### src/rtl/mips_bus_arbiter.sv
// -----------------------------------------------------------------------------
// mips_bus_arbiter
//
// Shares the single external memory bus of mips_cpu_bus between the CPU's
// instruction-fetch master (I) and load/store master (D). One request is
// latched at a time, run on the bus while honouring waitrequest, and finished
// with a one-cycle completion pulse (waitrequest=0) back to the owning master.
//
// Ports
//   clk, reset        system clock, asynchronous active-low reset
//   i_read/i_address  fetch request from the core
//   i_readdata        fetched word, valid in the i_waitrequest=0 cycle
//   i_waitrequest     low for exactly one cycle when a fetch completes
//   d_read/d_write    load/store request (both high executes as a write)
//   d_address/d_writedata/d_byteenable   load/store request payload
//   d_readdata        load word, valid in the d_waitrequest=0 cycle
//   d_waitrequest     low for exactly one cycle when a load/store completes
//   address/read/write/writedata/byteenable  bus request outputs
//   readdata          bus read data, one cycle after an accepted read
//   waitrequest       bus stall
//   grant             01 = I owns the bus, 10 = D owns the bus, 00 = idle
//
// Parameters
//   ADDR_WIDTH, DATA_WIDTH  port widths
//   ROUND_ROBIN             1 = alternate on contention, 0 = D always wins
// -----------------------------------------------------------------------------
module mips_bus_arbiter #(
    parameter int ADDR_WIDTH  = 32,
    parameter int DATA_WIDTH  = 32,
    parameter int ROUND_ROBIN = 1
) (
    input  logic                  clk,
    input  logic                  reset,
    // instruction-fetch master
    input  logic                  i_read,
    input  logic [ADDR_WIDTH-1:0] i_address,
    output logic [DATA_WIDTH-1:0] i_readdata,
    output logic                  i_waitrequest,
    // load/store master
    input  logic                  d_read,
    input  logic                  d_write,
    input  logic [ADDR_WIDTH-1:0] d_address,
    input  logic [DATA_WIDTH-1:0] d_writedata,
    input  logic [3:0]            d_byteenable,
    output logic [DATA_WIDTH-1:0] d_readdata,
    output logic                  d_waitrequest,
    // external bus
    output logic [ADDR_WIDTH-1:0] address,
    output logic                  read,
    output logic                  write,
    output logic [DATA_WIDTH-1:0] writedata,
    output logic [3:0]            byteenable,
    input  logic [DATA_WIDTH-1:0] readdata,
    input  logic                  waitrequest,
    // ownership indication
    output logic [1:0]            grant
);

    typedef enum logic [1:0] {
        ST_IDLE  = 2'b00,
        ST_ISSUE = 2'b01,
        ST_RDATA = 2'b10,
        ST_DONE  = 2'b11
    } state_t;

    localparam logic [1:0] GRANT_NONE = 2'b00;
    localparam logic [1:0] GRANT_I    = 2'b01;
    localparam logic [1:0] GRANT_D    = 2'b10;
    localparam logic       RR_EN      = (ROUND_ROBIN != 0) ? 1'b1 : 1'b0;

    // registered state
    state_t                r_state;
    logic                  r_last_d;       // 1 = D held the bus last, 0 = I
    logic [1:0]            r_grant;
    logic [ADDR_WIDTH-1:0] r_address;
    logic                  r_read;
    logic                  r_write;
    logic [DATA_WIDTH-1:0] r_writedata;
    logic [3:0]            r_byteenable;
    logic [DATA_WIDTH-1:0] r_i_readdata;
    logic [DATA_WIDTH-1:0] r_d_readdata;
    logic                  r_i_wait;
    logic                  r_d_wait;

    // next-state values
    state_t                w_state_nxt;
    logic                  w_last_d_nxt;
    logic [1:0]            w_grant_nxt;
    logic [ADDR_WIDTH-1:0] w_address_nxt;
    logic                  w_read_nxt;
    logic                  w_write_nxt;
    logic [DATA_WIDTH-1:0] w_writedata_nxt;
    logic [3:0]            w_byteenable_nxt;
    logic [DATA_WIDTH-1:0] w_i_readdata_nxt;
    logic [DATA_WIDTH-1:0] w_d_readdata_nxt;
    logic                  w_i_wait_nxt;
    logic                  w_d_wait_nxt;

    // arbitration
    logic                  w_i_req;
    logic                  w_d_req;
    logic                  w_pick_d;

    assign w_i_req = i_read;
    assign w_d_req = d_read | d_write;

    // Winner selection: uncontended requests win outright; on contention the
    // round-robin mode hands the bus to whichever master did not own it last.
    always_comb begin
        w_pick_d = 1'b0;
        if (!(w_i_req && w_d_req)) begin
            w_pick_d = w_d_req;
        end else if (RR_EN) begin
            w_pick_d = ~r_last_d;
        end else begin
            w_pick_d = 1'b1;
        end
    end

    // Transaction FSM: next state, latched request and completion outputs.
    always_comb begin
        w_state_nxt      = r_state;
        w_last_d_nxt     = r_last_d;
        w_grant_nxt      = r_grant;
        w_address_nxt    = r_address;
        w_read_nxt       = r_read;
        w_write_nxt      = r_write;
        w_writedata_nxt  = r_writedata;
        w_byteenable_nxt = r_byteenable;
        w_i_readdata_nxt = r_i_readdata;
        w_d_readdata_nxt = r_d_readdata;
        // completion pulses are raised only on the transition into DONE
        w_i_wait_nxt     = 1'b1;
        w_d_wait_nxt     = 1'b1;

        case (r_state)
            ST_IDLE: begin
                if (w_i_req || w_d_req) begin
                    w_state_nxt = ST_ISSUE;
                    if (w_pick_d) begin
                        w_grant_nxt      = GRANT_D;
                        w_address_nxt    = d_address;
                        w_writedata_nxt  = d_writedata;
                        w_byteenable_nxt = d_byteenable;
                        // read+write together is executed as a write
                        w_write_nxt      = d_write;
                        w_read_nxt       = ~d_write;
                    end else begin
                        w_grant_nxt      = GRANT_I;
                        w_address_nxt    = i_address;
                        w_byteenable_nxt = 4'b1111;
                        w_write_nxt      = 1'b0;
                        w_read_nxt       = 1'b1;
                    end
                end else begin
                    w_state_nxt = ST_IDLE;
                end
            end

            ST_ISSUE: begin
                // every bus output holds its value while the bus stalls
                if (!waitrequest) begin
                    w_read_nxt  = 1'b0;
                    w_write_nxt = 1'b0;
                    if (r_write) begin
                        w_state_nxt = ST_DONE;
                        if (r_grant == GRANT_D) begin
                            w_d_wait_nxt = 1'b0;
                        end else begin
                            w_i_wait_nxt = 1'b0;
                        end
                    end else begin
                        w_state_nxt = ST_RDATA;
                    end
                end else begin
                    w_state_nxt = ST_ISSUE;
                end
            end

            ST_RDATA: begin
                // readdata is valid now; it goes straight to the owner's
                // output register so it appears together with the pulse
                w_state_nxt = ST_DONE;
                if (r_grant == GRANT_D) begin
                    w_d_readdata_nxt = readdata;
                    w_d_wait_nxt     = 1'b0;
                end else begin
                    w_i_readdata_nxt = readdata;
                    w_i_wait_nxt     = 1'b0;
                end
            end

            ST_DONE: begin
                w_state_nxt  = ST_IDLE;
                w_last_d_nxt = (r_grant == GRANT_D);
                w_grant_nxt  = GRANT_NONE;
            end

            default: begin
                w_state_nxt = ST_IDLE;
                w_read_nxt  = 1'b0;
                w_write_nxt = 1'b0;
                w_grant_nxt = GRANT_NONE;
            end
        endcase
    end

    // State and output registers; reset aborts any transaction immediately.
    always_ff @(posedge clk or negedge reset) begin
        if (!reset) begin
            r_state      <= ST_IDLE;
            r_last_d     <= 1'b0;
            r_grant      <= GRANT_NONE;
            r_address    <= {ADDR_WIDTH{1'b0}};
            r_read       <= 1'b0;
            r_write      <= 1'b0;
            r_writedata  <= {DATA_WIDTH{1'b0}};
            r_byteenable <= 4'b0000;
            r_i_readdata <= {DATA_WIDTH{1'b0}};
            r_d_readdata <= {DATA_WIDTH{1'b0}};
            r_i_wait     <= 1'b1;
            r_d_wait     <= 1'b1;
        end else begin
            r_state      <= w_state_nxt;
            r_last_d     <= w_last_d_nxt;
            r_grant      <= w_grant_nxt;
            r_address    <= w_address_nxt;
            r_read       <= w_read_nxt;
            r_write      <= w_write_nxt;
            r_writedata  <= w_writedata_nxt;
            r_byteenable <= w_byteenable_nxt;
            r_i_readdata <= w_i_readdata_nxt;
            r_d_readdata <= w_d_readdata_nxt;
            r_i_wait     <= w_i_wait_nxt;
            r_d_wait     <= w_d_wait_nxt;
        end
    end

    assign address       = r_address;
    assign read          = r_read;
    assign write         = r_write;
    assign writedata     = r_writedata;
    assign byteenable    = r_byteenable;
    assign grant         = r_grant;
    assign i_readdata    = r_i_readdata;
    assign i_waitrequest = r_i_wait;
    assign d_readdata    = r_d_readdata;
    assign d_waitrequest = r_d_wait;

endmodule

### config.mk
export PLATFORM = sky130hd
export DESIGN_NAME = mips_bus_arbiter
export DESIGN_NICKNAME = d
export VERILOG_FILES = /design/src/rtl/mips_bus_arbiter.sv
export SDC_FILE = /design/constraint.sdc
export NUM_CORES = 1
export LEC_CHECK = 0
export ABC_CLOCK_PERIOD_IN_PS = 2300
export CORE_MARGIN = 3
export CORE_UTILIZATION = 41
export DETAILED_ROUTE_END_ITERATION = 8
export PLACE_DENSITY = 0.87
export SYNTH_ARGS = -nofsm -noshare
export SYNTH_HDL_FRONTEND = slang
export SYNTH_SLANG_ARGS = --single-unit
### constraint.sdc
create_clock -name clk -period 2.3 [get_ports clk]
set_input_delay 0.69 -clock clk [delete_from_list [all_inputs] [get_ports clk]]
set_output_delay 0.69 -clock clk [all_outputs]
set_load 0.01 [all_outputs]
======== Word-level counts from Yosys, hierarchy flattened ========
Index checks and enable logic that the tools add are counted.
storage, ports and cells
  register bits ........................... 141
  output and inout bits ................... 138
  word-level logic and storage cells ...... 58
cells by class
  eq/ne operators ......................... 6
  muxes and demuxes ....................... 25
  bitwise logic cells ..................... 4
  reduce and logical (&&, ||, !) cells .... 11
operators by type and width
  cell                count
  $mux 32             1
  $mux 1              14
  $pmux 1 s2          4
  $pmux 2 s4          1
  $reduce_and 2->1    4
  $eq 2x2->1 const B  3
  $mux 2              3
  $reduce_and 3->1    2
  $mux 4              1
  $ne 2x2->1 const B  2
  $pmux 2 s2          1
  $reduce_bool 2->1   2
  $not 1->1           3
  $eq 2x1->1 const B  1
  $logic_not 2->1     1
  $logic_and 1x1->1   1
  $logic_or 1x1->1    1
  $or 1x1->1          1

======== Depth between registers and ports, before layout ========
Gate-level depths: netlist (run 1).
  word-level depth ........................ 6
  gate-level depth with buffers ........... 8
  mapped depth without buffers ............ 5

======== Least setup slack after synthesis (run 1) ========
Ideal clock, no wire load.
  kind .................................... register to register
  from .................................... reg r_state[0]
  to ...................................... reg r_read (netlist: read)
  setup time .............................. 125 ps
  arrival time ............................ 1583 ps
  required time ........................... 2175 ps
  path slack .............................. 592 ps
  cell stages (with the launch flop) ...... 7
  path buffers ............................ 1
  period minus slack after synthesis ...... 1708 ps
  cell sequence ........................... dfrtp_1 > inv_1 > ha_1 > buf_2 > nor4b_1 > a211oi_1 > mux2_2
on the way
  cells in the longest elaborated chain, start to end .. 3
  elaborated cells between the ends (all ways) .. 7
  classes of those cells .................. eq/ne: 3; mux: 1; reduce/logical: 3
RTL lines
  what                                                                     line  text
  start, declared                                                          72    state_t r_state;
  start signal, assigned                                                   224   r_state <= w_state_nxt;
  $eq 2x1->1 / $logic_not 2->1 (equally long branches)                     136   case (r_state)
  $ne 2x2->1 (no source line) / $reduce_bool 2->1 (equally long branches)  n/a
  $reduce_and 3->1 (no source line)                                        n/a
  end signal, assigned                                                     228   r_read <= w_read_nxt;
  end, declared                                                            76    logic r_read;
Parallel ways exist; a longest one is shown, timed or not.
A chain may end at the register's enable or synchronous reset.

======== Worst setup path after layout (run 1) ========
  from .................................... reg r_d_wait (netlist: d_waitrequest)
  to ...................................... out d_waitrequest
RTL lines
  what                    line  text
  start, declared         83    logic r_d_wait;
  start signal, assigned  235   r_d_wait <= w_d_wait_nxt;
  end, declared           46    output logic d_waitrequest,
No word-level cell between the ends.

==> summary.md, run 1 <==
| Metric | Value |
|---|---|
| Status | `completed` |
| Total gr overflow | `0` |
| Post-synthesis mux area share | `a little under 20%` |
| Area fraction in and, or, nand and nor cells after synthesis | `7.77%` |
| Most frequent cells in the layout | `clkdlybuf4s50_1, dfrtp_1, mux2_2, nand2_1, nor2_1` |
| Cts hold-fix bufs | `0` |
| Flop2flop setup slack | `between 200 and 300 ps` |
| Netlist cell types | `27` |
| CTS tree | `built` |
| Worst Hold Class | `primary input to asynchronous set/reset pin` |
| Fraction of the mapped netlist area in adder cells | `less than 1%` |
| Power per standard cell area | `approximately 1500 nW/um2` |
| Worst skew pair latency | `between 400 and 500 ps` |
| Post-route ant nets | `0` |
| Placed insts | `875` |
| Die footprint | `approximately 15,000 um2` |
| Critical Path Start | `d_waitrequest$_DFF_PN1_` |
| First-pass GRT wire length | `between 20,000 and 25,000 um` |
| Arrival time worst endpoint | `~1500 ps` |
| Synth Flop Type | `dfrtp_1` |
| Max Buffers Root-to-Sink | `2` |
| Clk sinks | `~140` |
| Sequential area share after synthesis | `about 63%` |
| Critical setup path kind | `register to output pin` |
| Design Power | `0.0136 W` |
| Largest family of logic cells by synthesized area | `multiplexers` |
| Final WS setup | `96.8 ps` |
| H-tree depth | `4` |
| Commonest non-fill, non-tap cell in the layout | `clkdlybuf4s50_1` |
| Post-Synthesis Cell Area | `roughly 5600 um2` |
| Initial antenna violation count | `0` |
| DR vias | `~4,500` |
| Root Buffer | `clkbuf_16` |
| Fillers | `893` |
| XOR/XNOR Fraction of Synth Area | `0%` |
| Post-CTS setup buffers | `0` |
| Syn_nets | `roughly 570` |
| CP Launch Type | `register` |
| Crit path max fanout | `1` |
| WL/cell | `~18 um` |
| Final non-filler cell total | `a little over 900` |
| F_max | `between 0.4 and 0.5 GHz` |
| Reg2reg end | `write$_DFFE_PN0P_` |
| Crit-path cells | `clkdlybuf4s50_1` |
| Crit path max-delay cell type | `clkdlybuf4s50_1` |
| Share of cells above drive strength 1 | `17.4%` |
| Clk_skew | `7.32 ps` |
| Post-synth EDFFs | `0` |
| Resize count post-CTS | `0` |
| Static Leakage | `3.92 nW` |
| DR iter-0 viols | `218` |
| Peak supply drop | `between 600 and 700 uV` |
| Cells after synthesis | `432` |
| Vias in the first global route | `between 4,000 and 5,000` |
| Die Ht | `123 um` |
| Number of buffers added on ports | `between 200 and 300` |
| Tmin final | `between 2000 and 2500 ps` |
| Period utilisation layout | `between 90% and 100%` |
| Routability cong. | `0.792` |
| Crit path depth | `1` |
| DR pass1 iterations | `5` |
| Place WS | `-82.5 ps` |
| Hpwl dp | `12,100 um` |
| Worst reg-to-reg path cell count | `6` |
| Final wirelength | `~16,000 um` |
| WP data required | `1610 ps` |
| RSZ-0062 raised after global routing | `false` |
| Worst Path Buf+Inv | `1` |
| Initial Util | `between 40 and 50%` |
| Compound-Gate Fraction of Synth Area | `6.28%` |
| Area grow syn2layout | `66.3%` |
| Slew Limit Fails | `0` |
| Inserted Clock Buffers | `17` |
| Synth warn | `0` |
| Rows | `42` |
| Count of final setup violators | `0` |
| Worst flop-to-flop path startpoint | `r_state[0]$_DFF_PN0_` |
| Core area | `roughly 13,000 um2` |
| Hold WS | `213 ps` |
| Die Wd | `123 um` |
| Post-synth ARST share | `100%` |
| Synth Area per Inst | `~13 um2` |
| Global Route Usage Sum | `a little over a fifth` |
| Critical path's largest stage delay | `590 ps` |
| Worst Setup EP | `d_waitrequest` |
| Antenna diode count | `0` |
| Drt drc | `0` |
| Largest net degree at the start of global routing | `69` |
| #FFs+latches synth | `approximately 140` |
| Total Nets Final | `860` |
| Via density | `slightly below 5` |
| CP endpoint kind | `output pin` |
| Worst rel slew slack | `between 60% and 70%` |
| CTS clock-pin slew for the worst setup and hold paths | `about 60 ps` |
| Worst-Margin Slew | `around 450 ps` |
| Final hold violation count | `0` |
| Top delay family on crit path | `buffers and inverters` |
| Max Cap Violations | `0` |
| # IOs | `~280` |
[worst min-delay path by stage]
stage / end / slack, ps / cells past startpoint
2_1_floorplan: asynchronous set/reset pin / 390 / 0
5_1_grt: i_readdata[15]$_DFFE_PN0P_ / 230 / 1
4_1_cts: i_readdata[15]$_DFFE_PN0P_ / 210 / 1
6_report: i_readdata[15]$_DFFE_PN0P_ / 210 / 1
3_5_place_dp: writedata[7]$_DFFE_PN0P_ / 480 / 1
3_3_place_gp: writedata[11]$_DFFE_PN0P_ / 470 / 1
[cells by family (layout without fill, tap and decap cells)]
kind of cell             Yosys count  count (layout)
AO/OA/AOI/OAI                     51              51
adder cells (fa/ha/maj)            4               4
buffers and inverters             28             327
flip-flops                       141             141
multiplexers                      99              99
AND/OR/NAND/NOR                  109             109
[metal layers]
| metal | vias to the layer above | share of wire (%) | track usage [%] |
|---|---|---|---|
| met1 | 2215 | 36 | 22.2 |
| met4 | 0 | 1.5 | 7.06 |
| met3 | 20 | 8.7 | 7.37 |
| li1 | 2066 | - | - |
| met5 | - | 0 | 0 |
| met2 | 208 | 54 | 39.1 |
[registers in the layout (all words and copies together) (netlist names), 2 cells and up, named ones only]
signal	flops
d_readdata	32
grant	2
address	32
i_readdata	32
writedata	32
byteenable	4
[report_power, final]
group	internal, W	switching (W)	leakage (nW)
Combinational	0.00350	0.00241	1.95
Sequential	0.00377	0.000716	1.63
Clock	0.00220	0.000997	0.337
[worst register-to-register path: stages (launching register included)]
cell and delay, ps:
dfrtp_1 410, inv_1 90, ha_1 320, nor4b_1 190, buf_4 150, a211oi_1 380
mux2_2 390
[synthesized netlist by cell type, drive strengths merged (3+ instances only)]
| master | count | share of area, % |
|---|---|---|
| mux2 | 99 | 20 |
| nor2 | 35 | 2.3 |
| a21oi | 4 | 0.36 |
| clkbuf | 7 | 0.47 |
| a31oi | 32 | 3.6 |
| buf | 18 | 1.9 |
| ha | 4 | 0.89 |
| nand2 | 68 | 4.7 |
| o22a | 4 | 0.62 |
| inv | 3 | 0.20 |
| o21ai | 4 | 0.36 |
| dfrtp | 139 | 62 |
[area by class of cell]
type | count | area (um2) | area share, %
well taps | 176 | 220 | 2.35
flip-flops and latches | 141 | 3530 | 37.7
repair buffers | 292 | 2940 | 31.4
multi-input cells | 263 | 1960 | 21.0
inverters | 3 | 11.3 | 0.120
clock buffers | 21 | 460 | 4.92
clock inverters | 11 | 236 | 2.52
[metrics by stage]
step / TNS (ps) / instance area (um2) / utilization [%]
after floorplan: 0 / 5630 / -
after global placement: -19.6 / 8670 / 65.0
after detailed placement: -298 / 8670 / 65.0
after CTS: 0 / 9370 / 70.2
after global routing: 0 / 9370 / 70.2
final: 0 / 9370 / 70.2
(Power assumes the default switching activity.)
==> inputs of run 2 (changes only) <==
SLEW_MARGIN = 20   (was not set)
==> results of run 2 <==
Final layout, timing and power as in run 1 (identical DEF).
